===== config.mk =====
export PLATFORM = sky130hd
export DESIGN_NAME = mux8_rr_arbiter
export DESIGN_NICKNAME = d
export VERILOG_FILES = /design/src/rtl/mux8_pkg.sv /design/src/rtl/mux_8to1.sv /design/src/rtl/mux8_rr_arbiter.sv
export SDC_FILE = /design/constraint.sdc
export NUM_CORES = 1
export LEC_CHECK = 0
export ABC_AREA = 1
export CORE_AREA = 2 2 62 64
export CTS_BUF_LIST = sky130_fd_sc_hd__clkbuf_8
export CTS_CLUSTER_DIAMETER = 80
export DETAILED_ROUTE_END_ITERATION = 6
export DIE_AREA = 0 0 64 66
export GPL_ROUTABILITY_DRIVEN = 0
export PLACE_DENSITY = 0.84
export SETUP_SLACK_MARGIN = 0.3
export SYNTH_ARGS = -nofsm -noshare
export SYNTH_HDL_FRONTEND = slang
export SYNTH_SLANG_ARGS = --single-unit

===== constraint.sdc =====
create_clock -name clk -period 2.4 [get_ports clk]
set_input_delay 0.36 -clock clk [delete_from_list [all_inputs] [get_ports clk]]
set_output_delay 0.36 -clock clk [all_outputs]
set_load 0.1 [all_outputs]

===== src/rtl/mux8_pkg.sv =====
// Shared types and helpers for the 8-way round-robin mux arbiter.
// The arbitration scan lives here so other blocks can reuse the same priority rule.
package mux8_pkg;

    localparam int NREQ  = 8;
    localparam int SEL_W = 3;

    typedef enum logic [0:0] {
        IDLE  = 1'b0,
        SERVE = 1'b1
    } state_t;

    // Pick the first set request after last, wrapping modulo NREQ; last itself is checked last.
    function automatic logic [SEL_W-1:0] rr_pick(
        input logic [NREQ-1:0]  req,
        input logic [SEL_W-1:0] last
    );
        logic [SEL_W-1:0] idx;
        logic             found;
        rr_pick = last;
        found   = 1'b0;
        for (int i = 1; i <= NREQ; i++) begin
            idx = last + SEL_W'(i);
            if (!found && req[idx]) begin
                rr_pick = idx;
                found   = 1'b1;
            end else begin
                found   = found;
            end
        end
    endfunction

endpackage


===== src/rtl/mux_8to1.sv =====
// Team 8-to-1 mux, W bits wide; purely combinational.
module mux_8to1 #(
    parameter int W = 3
) (
    input  logic [W-1:0] a0,
    input  logic [W-1:0] a1,
    input  logic [W-1:0] a2,
    input  logic [W-1:0] a3,
    input  logic [W-1:0] a4,
    input  logic [W-1:0] a5,
    input  logic [W-1:0] a6,
    input  logic [W-1:0] a7,
    input  logic [2:0]   sel,
    output logic [W-1:0] y
);

    // Select one of the eight inputs
    always_comb begin
        y = a0;
        case (sel)
            3'd0:    y = a0;
            3'd1:    y = a1;
            3'd2:    y = a2;
            3'd3:    y = a3;
            3'd4:    y = a4;
            3'd5:    y = a5;
            3'd6:    y = a6;
            3'd7:    y = a7;
            default: y = a0;
        endcase
    end

endmodule


===== src/rtl/mux8_rr_arbiter.sv =====
// Round-robin arbiter driving an 8-to-1 mux select; each grant serves a bounded burst
// over a valid/ready channel, with one IDLE bubble between grants.
module mux8_rr_arbiter
    import mux8_pkg::*;
#(
    parameter int BURST_LEN = 4,
    parameter int DW        = 3
) (
    input  logic                clk,
    input  logic                rst,
    input  logic [NREQ-1:0]     req_i,
    input  logic [NREQ*DW-1:0]  data_i,
    input  logic                out_ready_i,
    output logic                out_valid_o,
    output logic [DW-1:0]       out_data_o,
    output logic [SEL_W-1:0]    sel_o,
    output logic [NREQ-1:0]     grant_o,
    output logic [NREQ-1:0]     ack_o,
    output logic                busy_o
);

    localparam logic [3:0] BURST_LAST = 4'(BURST_LEN - 1);

    state_t           state_r, state_nxt_s;
    logic [SEL_W-1:0] sel_r, sel_nxt_s;
    logic [SEL_W-1:0] last_ptr_r, last_ptr_nxt_s;
    logic [3:0]       beat_cnt_r, beat_cnt_nxt_s;
    logic             req_sel_s;
    logic             xfer_s;

    assign req_sel_s = req_i[sel_r];
    assign xfer_s    = (state_r == SERVE) && req_sel_s && out_ready_i;
    assign sel_o     = sel_r;

    // State, select, priority pointer and beat counter registers
    always_ff @(posedge clk) begin
        if (rst) begin
            state_r    <= IDLE;
            sel_r      <= 3'd0;
            last_ptr_r <= 3'd7;
            beat_cnt_r <= 4'd0;
        end else begin
            state_r    <= state_nxt_s;
            sel_r      <= sel_nxt_s;
            last_ptr_r <= last_ptr_nxt_s;
            beat_cnt_r <= beat_cnt_nxt_s;
        end
    end

    // Next-state: arbitrate in IDLE, count beats and detect burst end or withdrawal in SERVE
    always_comb begin
        state_nxt_s    = state_r;
        sel_nxt_s      = sel_r;
        last_ptr_nxt_s = last_ptr_r;
        beat_cnt_nxt_s = beat_cnt_r;
        case (state_r)
            IDLE: begin
                if (req_i != 8'd0) begin
                    sel_nxt_s      = rr_pick(req_i, last_ptr_r);
                    beat_cnt_nxt_s = 4'd0;
                    state_nxt_s    = SERVE;
                end else begin
                    state_nxt_s    = IDLE;
                end
            end
            SERVE: begin
                // A transfer implies req_sel_s, so last beat and withdrawal never both fire here
                if (xfer_s) begin
                    beat_cnt_nxt_s = beat_cnt_r + 4'd1;
                    if (beat_cnt_r == BURST_LAST) begin
                        state_nxt_s    = IDLE;
                        last_ptr_nxt_s = sel_r;
                    end else begin
                        state_nxt_s    = SERVE;
                    end
                end else if (!req_sel_s) begin
                    state_nxt_s    = IDLE;
                    last_ptr_nxt_s = sel_r;
                end else begin
                    state_nxt_s    = SERVE;
                end
            end
            default: begin
                state_nxt_s = IDLE;
            end
        endcase
    end

    // Handshake, grant and ack outputs derived from the registered state and select
    always_comb begin
        out_valid_o = 1'b0;
        grant_o     = 8'd0;
        ack_o       = 8'd0;
        busy_o      = 1'b0;
        if (state_r == SERVE) begin
            busy_o      = 1'b1;
            grant_o     = 8'd1 << sel_r;
            out_valid_o = req_sel_s;
            if (xfer_s) begin
                ack_o = 8'd1 << sel_r;
            end else begin
                ack_o = 8'd0;
            end
        end else begin
            busy_o = 1'b0;
        end
    end

    mux_8to1 #(.W(DW)) u_mux (
        .a0  (data_i[0*DW +: DW]),
        .a1  (data_i[1*DW +: DW]),
        .a2  (data_i[2*DW +: DW]),
        .a3  (data_i[3*DW +: DW]),
        .a4  (data_i[4*DW +: DW]),
        .a5  (data_i[5*DW +: DW]),
        .a6  (data_i[6*DW +: DW]),
        .a7  (data_i[7*DW +: DW]),
        .sel (sel_r),
        .y   (out_data_o)
    );

endmodule

==> out/summary.txt, run 1 <==
Max VDD drop -> 0.000666 V
area of the multi-input gates -> 1380 sq um
most common cell after layout, fill and taps aside -> nand2_1
Seq pwr share -> 9.7%
initial antenna violation count -> 0
Worst Setup SP -> sel_o[0]
Post-Syn Area per Cell -> 5.37 sq um
proportion of layout cells with a drive suffix above 1 -> 33.8%
Slew Limit Headroom -> 68.7%
sw frac -> 59.8%
Final ANT Viol Nets -> 0
Worst setup EP type -> output pin
Hold Path Class -> register to register
reg-to-reg critical path startpoint -> sel_o[0]
Internal -> 1.35 mW
FF+latch area -> 236 sq um
slowest CP cell -> dfxtp_4
dpl hpwl -> 4350 um
RSZ-0062 raised after global routing -> yes
TritonCTS Buffers -> 3
fin crit period -> 2.28 ns
Post-Place Cells -> 398
num rows -> 22
number of fill cells in the layout -> 219
EDFF count, synth -> 0
WP depth -> 10
sequential share of the synthesized area -> 14.1%
vias after detailed routing -> 2,266
Non-Filler Instances -> 418
most frequent cells in the layout -> nand2_1 (78), nand3_1 (34), inv_1 (30), buf_4 (27), clkdlybuf4s50_1 (26)
CP arrival -> 1.92 ns
P_sw -> 2.01 mW
leakage power total -> 1.32 nW
setup TNS -> 0 ns
final global-route overflow total -> 0
# setup viols final -> 0
worst-case reg-to-reg path depth -> 13
mean number of vias per cell -> 5.42
WL/cell -> 14.4 um
Comb pwr share -> 85.0%
router iterations before antenna repair -> 5
WL final -> 6010 um
Die ar. -> 4220 sq um
Slew Viols, Final -> 0
Starting Density -> 44.0%
Yosys warnings -> 0
worst path required time -> 2.04 ns
outcome -> complete, no violations
DRT iter0 DRCs -> 180
nets@finish -> 409
Crit path largest cell delay -> 0.39 ns
Setup Skew -> 0.00102 ns
Power Dens Cells -> 1180 nW/um^2
CP Class -> register to output pin
CTS hold repair buffers -> 0
dominant synthesized flop cell -> dfxtp_1
Die Ht -> 66 um
CTS tree -> yes
# port buffers -> 58
Die X -> 64 um
CP delay by family, top -> simple AND/OR/NAND/NOR gates
global-route wire length before repair -> 9830 um
CTS sink cnt -> 11
register clock-pin slew on the reported worst setup and hold paths -> 0.05 ns
total power -> 3.36 mW
CP bufs+invs -> 2
Unique masters post-synth -> 37
core outline area -> 3550 sq um
io pins -> 59
Worst Max-Slew Pin Slew -> 0.470 ns
Area growth, synth to finish -> 81.8%
post-layout util -> 80.0%
worst-skew pair later-pin latency -> 0.24 ns
Hold Fails Final Rpt -> 0
#FFs+latches synth -> 11
Max FO, Critical Path -> 8
Critical R2R Capture -> beat_cnt_r[3]
CTS max path bufs -> 2
Antenna diodes -> 0
max-cap viol count -> 0
hold path startpoint -> beat_cnt_r[1]
CP endpoint -> ack_o[3]
Tcrit/Tclk final -> 95.1%
Mapped Area -> 1560 sq um
clock root cell -> clkbuf_8
largest net degree at the start of global routing -> 17
R2R setup slack -> 0.37 ns
async set-reset flop share out of synthesis -> 0%
CP startpoint kind -> register
vias in the first global route -> 2,252
DRC viols -> 0
synthesized net count -> 329
GRT Util Overall -> 29.2%
Clock power frac -> 5.4%
Cell Chain, Critical Path -> inv_4, nand2_1, o22ai_1, nor2_1, nand2_1, o21ai_2, nor2_4, nand2_4, nor2_4, buf_12
fmax -> 0.438 GHz
Post-Synthesis Cells -> 291
H-tree levels -> 1
## tightest hold or removal path, cell delays in order, from the launching register on
cell and delay [ns]:
dfxtp_1 0.32, nand2_1 0.07, a21oi_1 0.05
## logic make-up after synthesis
family / Yosys count / share of synthesized area [%]
flip-flops: 11 / 14.1
adder cells (fa/ha/maj): 3 / 2.40
XOR/XNOR: 3 / 2.16
buffers and inverters: 55 / 14.4
AND/OR/NAND/NOR: 188 / 53.8
AO/OA/AOI/OAI: 31 / 13.1
## metrics by stage
stage                     cell area (sq um)  hold slack [ns]  worst slack (ns)
final                                  2840            0.503             0.118
after floorplan                        1750            0.429            -0.370
after CTS                              2730            0.500             0.258
after global routing                   2840            0.534            0.0521
after global placement                 2570            0.475            0.0657
after detailed placement               2570            0.493            0.0365
## layer usage
metal,wire length [um],vias to the layer above,track usage (%)
met5,0,-,0
met4,227,0,11.4
met3,467,30,7.84
met2,3110,110,53.1
met1,2210,1026,32.0
li1,-,1100,-
## sequential cells by signal, indices dropped and copies added (netlist names)
name / count
state_r: 1
beat_cnt_r: 4
sel_o: 3
last_ptr_r: 3
## worst min-delay path by stage
stage                         end  slack (ns)  cells past startpoint
global route        beat_cnt_r[1]        0.53                      2
detailed placement  beat_cnt_r[1]        0.49                      2
global placement    beat_cnt_r[1]        0.48                      2
CTS                 beat_cnt_r[1]        0.50                      2
finish              beat_cnt_r[1]        0.50                      2
floorplan           beat_cnt_r[1]        0.43                      1
## area by class of cell
type,instances,area share (%)
Multi-Input combinational cell,226,48.7
Timing Repair Buffer,81,32.2
Sequential cell,11,8.32
Inverter,48,7.05
Tap cell,48,2.11
Clock buffer,3,1.45
Clock inverter,1,0.132
## power groups by stage
stage	logic, mW	clock network, mW	registers [mW]
4_1_cts	2.60	0.179	0.311
6_report	2.86	0.180	0.326
5_1_grt	3.05	0.191	0.333
3_5_place_dp	2.47	0	0.312
2_1_floorplan	1.78	0	0.392
3_3_place_gp	2.44	0	0.310
## cell usage after synthesis, drive strengths merged, types with 3 or more instances
library cell | n | area, sq um
nor2 | 48 | 206
nand4 | 9 | 62.6
inv | 46 | 178
o211ai | 3 | 22.5
nand3 | 41 | 210
o21ai | 9 | 48.8
ha | 3 | 37.5
buf | 5 | 32.5
o22ai | 5 | 31.3
a21oi | 5 | 28.8
nand2 | 88 | 348
dfxtp | 11 | 220
## what timing repair did
| action | CTS | global route |
|---|---|---|
| endpoints found under the setup margin | 14 | 16 |
| buffers inserted | 10 | 5 |
| resized for setup | 16 | 25 |
| pin swaps | 9 | 14 |
| gates cloned | 1 | 0 |
Power figures use the tool's default switching activity.
==> run 2: changes to the inputs <==
HOLD_SLACK_MARGIN = 0.06   (was default)
SLEW_MARGIN = 20   (was default)
==> results of run 2 <==
No change in the layout: final DEF, timing and power equal those of run 1.
==> run 3: changes to the inputs <==
CORE_AREA = 2 2 83 85   (was 2 2 62 64)
DIE_AREA = 0 0 85 87   (was 0 0 64 66)
PLACE_DENSITY = 0.53   (was 0.84)
==> run 3 against run 2 <==
  * Non-clock buffer count down 1
  * Clock skew up 0.00083 ns
  * Sequential cell count unchanged
  * Power down 0.76%
  * Utilization down 35 points
  * Global-route usage down 14 points
  * Clock-buffer cell count unchanged
  * First-iteration DRC count down 76%
  * Cell count up 7.4%
  * Clock power about the same
  * Critical path type unchanged
  * Critical endpoint is now ack_o[6]
  * Highest routed layer unchanged
==> out/summary.txt, run 3 (synthesis results as in run 1) <==
design area -> 2950 sq um (was 2840 sq um)
CP startpoint kind -> register (unchanged)
Largest Register -> beat_cnt_r (unchanged)
CTS max path bufs -> 2 (unchanged)
CTS hold repair buffers -> 0 (unchanged)
WL/cell -> 12.6 um (was 14.4 um)
max-cap viol count -> 0 (unchanged)
Final WS setup -> 0.245 ns (was 0.118 ns)
Die Ht -> 87 um (was 66 um)
post-placement cell area -> 2640 sq um (was 2570 sq um)
most frequent cells in the layout -> nand2_1 (79), nand3_1 (32), inv_1 (31), nor2_1 (27), clkdlybuf4s50_1 (26) (was nand2_1 (78), nand3_1 (34), inv_1 (30), buf_4 (27), clkdlybuf4s50_1 (26))
dpl hpwl -> 4410 um (was 4350 um)
Internal -> 1.34 mW (was 1.35 mW)
Max FO, Critical Path -> 5 (was 8)
hold depth -> 2 (unchanged)
Hold Path Class -> register to register (unchanged)
post-place setup slack -> 0.00971 ns (was 0.0365 ns)
reg-to-reg critical path startpoint -> last_ptr_r[1] (was sel_o[0])
# setup viols final -> 0 (unchanged)
Worst Max-Slew Pin Slew -> 0.445 ns (was 0.470 ns)
most common cell after layout, fill and taps aside -> nand2_1 (unchanged)
vias after detailed routing -> 2,095 (was 2,266)
fin crit period -> 2.15 ns (was 2.28 ns)
Critical R2R Capture -> sel_o[1] (was beat_cnt_r[3])
# port buffers -> 58 (unchanged)
initial antenna violation count -> 0 (unchanged)
total power -> 3.34 mW (was 3.36 mW)
global-route wire length before repair -> 9160 um (was 9830 um)
max reg flops -> 4 (unchanged)
WL final -> 5640 um (was 6010 um)
Area growth, synth to finish -> 88.5% (was 81.8%)
leakage power total -> 1.33 nW (was 1.32 nW)
final global-route overflow total -> 0 (unchanged)
Die X -> 85 um (was 64 um)
number of fill cells in the layout -> 679 (was 219)
CTS sink cnt -> 11 (unchanged)
post-layout util -> 44.8% (was 80.0%)
Max VDD drop -> 0.000822 V (was 0.000666 V)
RSZ-0062 raised after global routing -> yes (unchanged)
CTS tree -> yes (unchanged)
H-tree levels -> 1 (unchanged)
TritonCTS Buffers -> 3 (unchanged)
hold path startpoint -> beat_cnt_r[1] (unchanged)
Antenna diodes -> 0 (unchanged)
outcome -> complete, no violations (unchanged)
Final ANT Viol Nets -> 0 (unchanged)
proportion of layout cells with a drive suffix above 1 -> 33.6% (was 33.8%)
router iterations before antenna repair -> 4 (was 5)
vias in the first global route -> 1,971 (was 2,252)
clock root cell -> clkbuf_8 (unchanged)
register clock-pin slew on the reported worst setup and hold paths -> 0.05 ns (about the same)
Seq pwr share -> 9.8% (was 9.7%)
GRT Util Overall -> 15.2% (was 29.2%)
Starting Density -> 23.8% (was 44.0%)
CP Class -> register to output pin (unchanged)
sw frac -> 59.9% (was 59.8%)
Hold Fails Final Rpt -> 0 (unchanged)
core outline area -> 6570 sq um (was 3550 sq um)
io pins -> 59 (unchanged)
num rows -> 30 (was 22)
worst-case reg-to-reg path depth -> 15 (was 13)
DRT iter0 DRCs -> 43 (was 180)
WHS Endpoint -> beat_cnt_r[1] (unchanged)
Tcrit/Tclk final -> 89.8% (was 95.1%)
Setup Skew -> 0.00185 ns (was 0.00102 ns)
worst path required time -> 2.04 ns (about the same)
Power Dens Cells -> 1130 nW/um^2 (was 1180 nW/um^2)
fmax -> 0.464 GHz (was 0.438 GHz)
mean number of vias per cell -> 4.67 (was 5.42)
setup TNS -> 0 ns (unchanged)
largest net degree at the start of global routing -> 17 (unchanged)
R2R setup slack -> 0.43 ns (was 0.37 ns)
Die ar. -> 7400 sq um (was 4220 sq um)
worst-skew pair later-pin latency -> 0.24 ns (about the same)
Worst setup EP type -> output pin (unchanged)
nets@finish -> 408 (was 409)
DRC viols -> 0 (unchanged)
P_sw -> 2.00 mW (was 2.01 mW)
Comb pwr share -> 84.8% (was 85.0%)
Clock power frac -> 5.4% (about the same)
Slew Limit Headroom -> 70.3% (was 68.7%)
CP arrival -> 1.79 ns (was 1.92 ns)
Slew Viols, Final -> 0 (unchanged)
==> run 3: critical path: stages (launching register included) <==
cell     delay (ns)
dfxtp_4        0.37
inv_6          0.08
nand2_4        0.06
o22ai_2        0.16
nor2_1         0.06
nand2_1        0.07
o21ai_2        0.08
nor2_4         0.24
nand2_4        0.14
nor2_4         0.13
buf_12         0.18
==> run 3: area by class of cell <==
type                            instances  area, sq um  area share, %
Clock buffer                            3         41.3           1.40
Sequential cell                        11          235           7.99
Tap cell                               80          100           3.40
Multi-Input combinational cell        226         1430           48.5
Clock inverter                          1         3.75          0.127
Timing Repair Buffer                   80          935           31.7
Inverter                               48          203           6.88
==> run 3: repair_timing <==
action / CTS / global route
setup endpoints to repair: 14 / 15
pin swaps: 8 / 14
cloned: 1 / 0
setup buffers: 9 / 5
resized for setup: 17 / 30
==> run 3: how the worst max path moves through the flow <==
stage,to,start,depth (start not counted),slack [ns]
global route,ack_o[6],sel_o[1],10,0.15
floorplan,ack_o[0],sel_o[0],9,-0.37
global placement,ack_o[0],req_i[2],10,0.05
finish,ack_o[6],sel_o[1],10,0.25
detailed placement,ack_o[1],req_i[2],10,0.01
CTS,ack_o[6],sel_o[0],10,0.22
==> run 3: power groups by stage <==
| stage | Sequential (mW) | Combinational [mW] | Clock (mW) |
|---|---|---|---|
| after floorplan | 0.392 | 1.78 | 0 |
| after global routing | 0.335 | 3.09 | 0.197 |
| after CTS | 0.314 | 2.63 | 0.186 |
| final | 0.328 | 2.83 | 0.179 |
| after detailed placement | 0.319 | 2.50 | 0 |
| after global placement | 0.316 | 2.49 | 0 |
==> run 3: metal layers <==
layer | track usage [%] | share of wire [%] | vias up
li1 | - | - | 1102
met3 | 4.08 | 6.3 | 4
met2 | 26.3 | 49 | 54
met5 | 0 | 0 | -
met1 | 18.7 | 44 | 935
met4 | 4.18 | 1.1 | 0
==> run 3: stage by stage <==
| step | std cells | hold slack (ns) |
|---|---|---|
| floorplan | 291 | 0.429 |
| global placement | 430 | 0.475 |
| detailed placement | 430 | 0.476 |
| CTS | 444 | 0.483 |
| global route | 449 | 0.515 |
| finish | 449 | 0.478 |
